**config.mk**
```make
export PLATFORM = sky130hd
export DESIGN_NAME = sram_arbiter_flat
export DESIGN_NICKNAME = d
export VERILOG_FILES = /design/src/rtl/sram_arbiter_if.sv /design/src/rtl/sram_arbiter.sv /design/src/flat_wrapper.sv
export SDC_FILE = /design/constraint.sdc
export NUM_CORES = 1
export LEC_CHECK = 0
export CORE_MARGIN = 4
export CORE_UTILIZATION = 42
export DETAILED_ROUTE_END_ITERATION = 10
export PLACE_DENSITY_LB_ADDON = 0.05
export SYNTH_ARGS = -nofsm -noshare
export SYNTH_HDL_FRONTEND = slang
export SYNTH_SLANG_ARGS = --single-unit
```
**constraint.sdc**
```tcl
create_clock -name clk -period 1.65 [get_ports clk]
set_clock_uncertainty 0.15 [all_clocks]
set_input_delay 0.2475 -clock clk [delete_from_list [all_inputs] [get_ports clk]]
set_output_delay 0.2475 -clock clk [all_outputs]
set_load 0.005 [all_outputs]
```
**src/rtl/sram_arbiter_if.sv**
```systemverilog
// Bus between two requesters, the SRAM arbiter and the SRAM array port.
// slave: arbiter side; master: requesters plus array model.
interface sram_arbiter_if #(
   parameter int unsigned DATA_W = 8,
   parameter int unsigned AW     = 5
);
   logic [1:0]          req;
   logic [1:0]          we;
   logic [2*AW-1:0]     addr;
   logic [2*DATA_W-1:0] wdata;
   logic [1:0]          gnt;
   logic [1:0]          done;
   logic [DATA_W-1:0]   rdata;
   logic [AW-1:0]       sram_sel;
   logic                sram_en;
   logic                sram_we;
   logic [DATA_W-1:0]   sram_wdata;
   logic [DATA_W-1:0]   sram_rdata;

   modport slave (
      input  req, we, addr, wdata, sram_rdata,
      output gnt, done, rdata, sram_sel, sram_en, sram_we, sram_wdata
   );

   modport master (
      output req, we, addr, wdata, sram_rdata,
      input  gnt, done, rdata, sram_sel, sram_en, sram_we, sram_wdata
   );
endinterface

```
**src/rtl/sram_arbiter.sv**
```systemverilog
// Two-requester arbiter for a 32-word SRAM; 4-cycle access (IDLE/SETUP/STROBE/DONE).
// Define SRAM_ARB_ROUND_ROBIN_EN for round-robin; default build is fixed priority (req 0 wins).
module sram_arbiter #(
   parameter int unsigned DATA_W = 8,
   parameter int unsigned NWORDS = 32
) (
   input logic            clk,
   input logic            rst_n,
   sram_arbiter_if.slave  bus
);
   localparam int unsigned AW = $clog2(NWORDS);

   typedef enum logic [1:0] {StIdle, StSetup, StStrobe, StDone} state_e;

   state_e            state_q, state_d;
   logic              win_q, win_d;
   logic              we_q, we_d;
   logic [DATA_W-1:0] wdata_q, wdata_d;
   logic [1:0]        gnt_q, gnt_d;
   logic [1:0]        done_q, done_d;
   logic [DATA_W-1:0] rdata_q, rdata_d;
   logic [AW-1:0]     sel_q, sel_d;
   logic              en_q, en_d;
   logic              swe_q, swe_d;
   logic [DATA_W-1:0] swdata_q, swdata_d;
   logic              win_c;

`ifdef SRAM_ARB_ROUND_ROBIN_EN
   logic last_q, last_d;

   // On a tie the requester not granted last wins.
   always_comb begin
      if (bus.req == 2'b11) win_c = ~last_q;
      else                  win_c = bus.req[1];
   end
`else
   always_comb win_c = ~bus.req[0];
`endif

   always_comb begin
      state_d  = state_q;
      win_d    = win_q;
      we_d     = we_q;
      wdata_d  = wdata_q;
      gnt_d    = 2'b00;
      done_d   = 2'b00;
      rdata_d  = rdata_q;
      sel_d    = sel_q;
      en_d     = 1'b0;
      swe_d    = 1'b0;
      swdata_d = swdata_q;
`ifdef SRAM_ARB_ROUND_ROBIN_EN
      last_d   = last_q;
`endif
      unique case (state_q)
         StIdle: begin
            if (|bus.req) begin
               win_d   = win_c;
               we_d    = bus.we[win_c];
               wdata_d = win_c ? bus.wdata[2*DATA_W-1:DATA_W] : bus.wdata[DATA_W-1:0];
               sel_d   = win_c ? bus.addr[2*AW-1:AW] : bus.addr[AW-1:0];
               gnt_d   = win_c ? 2'b10 : 2'b01;
`ifdef SRAM_ARB_ROUND_ROBIN_EN
               last_d  = win_c;
`endif
               state_d = StSetup;
            end
         end
         StSetup: begin
            en_d     = 1'b1;
            swe_d    = we_q;
            swdata_d = wdata_q;
            state_d  = StStrobe;
         end
         StStrobe: begin
            done_d = win_q ? 2'b10 : 2'b01;
            if (!we_q) rdata_d = bus.sram_rdata;
            state_d = StDone;
         end
         StDone: state_d = StIdle;
         default: state_d = StIdle;
      endcase
   end

   always_ff @(posedge clk) begin
      if (!rst_n) begin
         state_q  <= StIdle;
         win_q    <= 1'b0;
         we_q     <= 1'b0;
         wdata_q  <= '0;
         gnt_q    <= 2'b00;
         done_q   <= 2'b00;
         rdata_q  <= '0;
         sel_q    <= '0;
         en_q     <= 1'b0;
         swe_q    <= 1'b0;
         swdata_q <= '0;
`ifdef SRAM_ARB_ROUND_ROBIN_EN
         last_q   <= 1'b1;
`endif
      end else begin
         state_q  <= state_d;
         win_q    <= win_d;
         we_q     <= we_d;
         wdata_q  <= wdata_d;
         gnt_q    <= gnt_d;
         done_q   <= done_d;
         rdata_q  <= rdata_d;
         sel_q    <= sel_d;
         en_q     <= en_d;
         swe_q    <= swe_d;
         swdata_q <= swdata_d;
`ifdef SRAM_ARB_ROUND_ROBIN_EN
         last_q   <= last_d;
`endif
      end
   end

   assign bus.gnt        = gnt_q;
   assign bus.done       = done_q;
   assign bus.rdata      = rdata_q;
   assign bus.sram_sel   = sel_q;
   assign bus.sram_en    = en_q;
   assign bus.sram_we    = swe_q;
   assign bus.sram_wdata = swdata_q;
endmodule

```
**src/flat_wrapper.sv**
```systemverilog
// flat-port wrapper written by rule: the top's interface ports become plain ports
module sram_arbiter_flat 
#(
   parameter int unsigned DATA_W = 8,
   parameter int unsigned NWORDS = 32
)
  (clk, rst_n, bus_req, bus_we, bus_addr, bus_wdata, bus_sram_rdata, bus_gnt, bus_done, bus_rdata, bus_sram_sel, bus_sram_en, bus_sram_we, bus_sram_wdata);
  sram_arbiter_if #(.DATA_W(DATA_W), .AW(5)) bus_i ();
  input logic clk;
  input logic rst_n;
  input wire logic [$bits(bus_i.req)-1:0] bus_req;
  input wire logic [$bits(bus_i.we)-1:0] bus_we;
  input wire logic [$bits(bus_i.addr)-1:0] bus_addr;
  input wire logic [$bits(bus_i.wdata)-1:0] bus_wdata;
  input wire logic [$bits(bus_i.sram_rdata)-1:0] bus_sram_rdata;
  output wire logic [$bits(bus_i.gnt)-1:0] bus_gnt;
  output wire logic [$bits(bus_i.done)-1:0] bus_done;
  output wire logic [$bits(bus_i.rdata)-1:0] bus_rdata;
  output wire logic [$bits(bus_i.sram_sel)-1:0] bus_sram_sel;
  output wire logic [$bits(bus_i.sram_en)-1:0] bus_sram_en;
  output wire logic [$bits(bus_i.sram_we)-1:0] bus_sram_we;
  output wire logic [$bits(bus_i.sram_wdata)-1:0] bus_sram_wdata;
  assign bus_i.req = bus_req;
  assign bus_i.we = bus_we;
  assign bus_i.addr = bus_addr;
  assign bus_i.wdata = bus_wdata;
  assign bus_i.sram_rdata = bus_sram_rdata;
  assign bus_gnt = bus_i.gnt;
  assign bus_done = bus_i.done;
  assign bus_rdata = bus_i.rdata;
  assign bus_sram_sel = bus_i.sram_sel;
  assign bus_sram_en = bus_i.sram_en;
  assign bus_sram_we = bus_i.sram_we;
  assign bus_sram_wdata = bus_i.sram_wdata;
  sram_arbiter #(.DATA_W(DATA_W), .NWORDS(NWORDS)) u_core (.clk(clk), .rst_n(rst_n), .bus(bus_i));
endmodule
```
==> summary.md <==
| Metric | Value |
|---|---|
| Buffers inserted by post-CTS timing repair | 0 |
| Post-Syn Nets | 175 |
| Clock tree sinks | 39 |
| Total number of vias | 1216 |
| Number of instances resized during post-cts repair | 0 |
| Most used flip-flop cell after synthesis | dfxtp_1 |
| Number of buffers between clock root and the deepest sink | 2 |
| Deepest level of the CTS H-tree | 2 |
| Wire length of the first global-routing pass | 5590 um |
| Site Rows | 22 |
| Leakage | 0.967 nW |
| Clock insertion delay at the later pin of the skew report | 0.28 ns |
| Sequential-to-total area share from yosys stat | 48.4% |
| Share of cells above drive strength 1 | 16.3% |
| Final HPWL from detailed placement | 2620 um |
| Number of cells produced by synthesis | 132 |
| Die height | 69.9 um |
| Maximum Capacitance Violations | 0 |
| Result of the run | complete, no violations |
| Most frequent cell after synthesis | dfxtp_1 |
| CP startpoint kind | flop |
| Iter 0 DRT Violations | 23 |
| Synth top area cells | dfxtp_1, mux2i_1, o2bb2ai_2, nor2b_1, ha_1 |
| Area of the die | 4890 sq um |
| Category of the most critical setup path | reg2out |
| Number of register bits inferred by synthesis | 39 |
| Top Family by Delay on Critical Path | buffers and inverters |
| Post-route DRC | 0 |
| Total of buffers placed on input and output ports | 66 |
| Critical Path Fanout Max | 2 |
| Final period utilization | 93.4% |
| Least-Margin Pin Slew | 0.178 ns |
| Boundary Pins | 67 |
| TritonRoute pass-1 iters | 3 |
| Largest vdd supply drop | 0.000802 V |
| Final Total Pwr | 3.16 mW |
| Synthesis-to-finish area growth | 53.7% |
| Total grt overflow | 0 |
| Post-synthesis instance area | 1610 sq um |
| Vias per cell | 4.73 |
| Total setup violations reported at the end of the flow | 0 |
| Post-Syn Area per Cell | 12.2 sq um |
| Slew margin rel. | 87.8% |
| Highest-delay cell along the critical path | clkdlybuf4s50_1 |
| Final net count | 251 |
| RSZ-0062 raised after global routing | false |
| Min-Delay Path Class | reg2reg |
| Global router's overall resource usage | 14.4% |
| DP Cell Count | 249 |
| Pin count of the biggest net entering global routing | 14 |
| Crit path time final | 1.54 ns |
| Share of flip-flops with an asynchronous set or reset | 0% |
| CTS Root Buffer Type | clkbuf_8 |
| Combined buffer and inverter count along the critical path | 1 |
| Number of hold-slack violations in the final timing report | 0 |
| Number of enable-type register cells in the synthesized netlist | 0 |
| Number of global-route vias before repair | 1203 |
| TritonCTS buffer count | 5 |
| Dominant cell type by area after synthesis | dfxtp_1 |
| Max Freq | 0.649 GHz |
| Cts hold-fix bufs | 0 |
| Arrival @ worst endpoint | 1.14 ns |
| Routability Congestion | 0.698 |
| Critical path, cell by cell | clkdlybuf4s50_1 |
| Antenna fix cells | 0 |
| Area share of the leading cell type in the synthesized netlist | 48.4% |
| Initial cell density of the core | 43.7% |
| Element type at the critical path end | primary output |
| Pwr Density | 1280 nW/um^2 |
| Standard cell core area | 3690 sq um |
| Post-detailed-route wirelength per cell | 13.1 um |
| Clock transition at the registers of the reported paths | 0.07 ns |
| Die span in x | 69.9 um |
| TritonCTS clock tree | yes |
| Number of distinct library cells after synthesis | 25 |
| Most frequent cells after synthesis | dfxtp_1, mux2i_1, nor2b_1 |
| Total wire length | 3370 um |
| Data required, critical path | 1.25 ns |
| Number of antenna violations at the first check in global routing | 0 |
| Fin. max-slew vios | 0 |
| Number of filler cells placed in the layout | 306 |
| Largest stage delay on the critical path | 0.51 ns |
| Number of warnings printed during yosys synthesis | 0 |
| Number of nets still failing antenna checks after routing | 0 |
| Final Non-Filler Cells | 257 |
## where the power goes
group / switching, mW / internal (mW)
Combinational: 0.437 / 0.663
Sequential: 0.117 / 1.15
Clock: 0.308 / 0.489
## registers in the layout, indices dropped and copies added (netlist names)
signal	count
u_core.bus.sram_wdata	8
u_core.we_q	1
u_core.wdata_q	8
u_core.bus.sram_sel	5
u_core.bus.rdata	8
u_core.state_q	2
u_core.bus.sram_we	1
u_core.bus.done	2
u_core.win_q	1
u_core.bus.sram_en	1
u_core.bus.gnt	2
## per-layer routing
metal  wire length, um  GRT usage [%]
met4                53           6.38
met5                 0              0
met2              1580           22.4
met1              1510           17.5
met3               230           5.90
## cell families after synthesis
logic type / Yosys count / share of synthesized area [%]
muxes: 30 / 18.6
buffers and inverters: 11 / 5.51
DFF: 39 / 48.4
and+or+nand+nor: 29 / 10.9
adders and majority gates: 3 / 2.33
AOI/OAI and AO/OA: 20 / 14.2
## worst paths after layout
kind,depth (start not counted),end,startpoint,slack (ns)
worst max-delay path,1,bus_sram_sel[0],u_core.bus.sram_sel[0],0.11
worst min-delay path,1,u_core.bus.done[0],u_core.win_q,0.29
worst max register to register,6,u_core.bus.sram_sel[0],u_core.state_q[0],0.15
worst min register to register,1,u_core.bus.done[0],u_core.win_q,0.29
## layout by cell type (no fill, tap or decap), drive strengths merged, types with 2 or more instances in the layout
| cell type | instances |
|---|---|
| clkdlybuf4s50 | 66 |
| o21ai | 2 |
| o2bb2ai | 14 |
| inv | 2 |
| ha | 3 |
| clkbuf | 6 |
| nand2 | 2 |
| and3 | 3 |
| and2 | 2 |
| nor2 | 3 |
| nor2b | 17 |
| buf | 12 |
| mux2i | 30 |
| dfxtp | 39 |
## through the flow
step	setup slack [ns]	setup TNS (ns)	hold slack, ns	cell area, sq um	utilization [%]
finish	0.110	0	0.291	2480	67.2
global route	0.0239	0	0.314	2480	67.2
CTS	0.0862	0	0.291	2470	67.0
detailed placement	-0.0370	-0.0387	0.279	2350	63.8
global placement	0.000654	0	0.270	2350	63.8
floorplan	0.209	0	0.253	1610	-
## layout make-up
| class | instances | area [sq um] | area share, % |
|---|---|---|---|
| sequential | 39 | 781 | 31.5 |
| timing repair buffer | 78 | 767 | 31.0 |
| multi-input combinational | 82 | 744 | 30.1 |
| clock buffer | 6 | 82.6 | 3.33 |
| tap | 48 | 60.1 | 2.42 |
| clock inverter | 2 | 35.0 | 1.41 |
| inverter | 2 | 7.51 | 0.303 |
(Power assumes the default switching activity.)
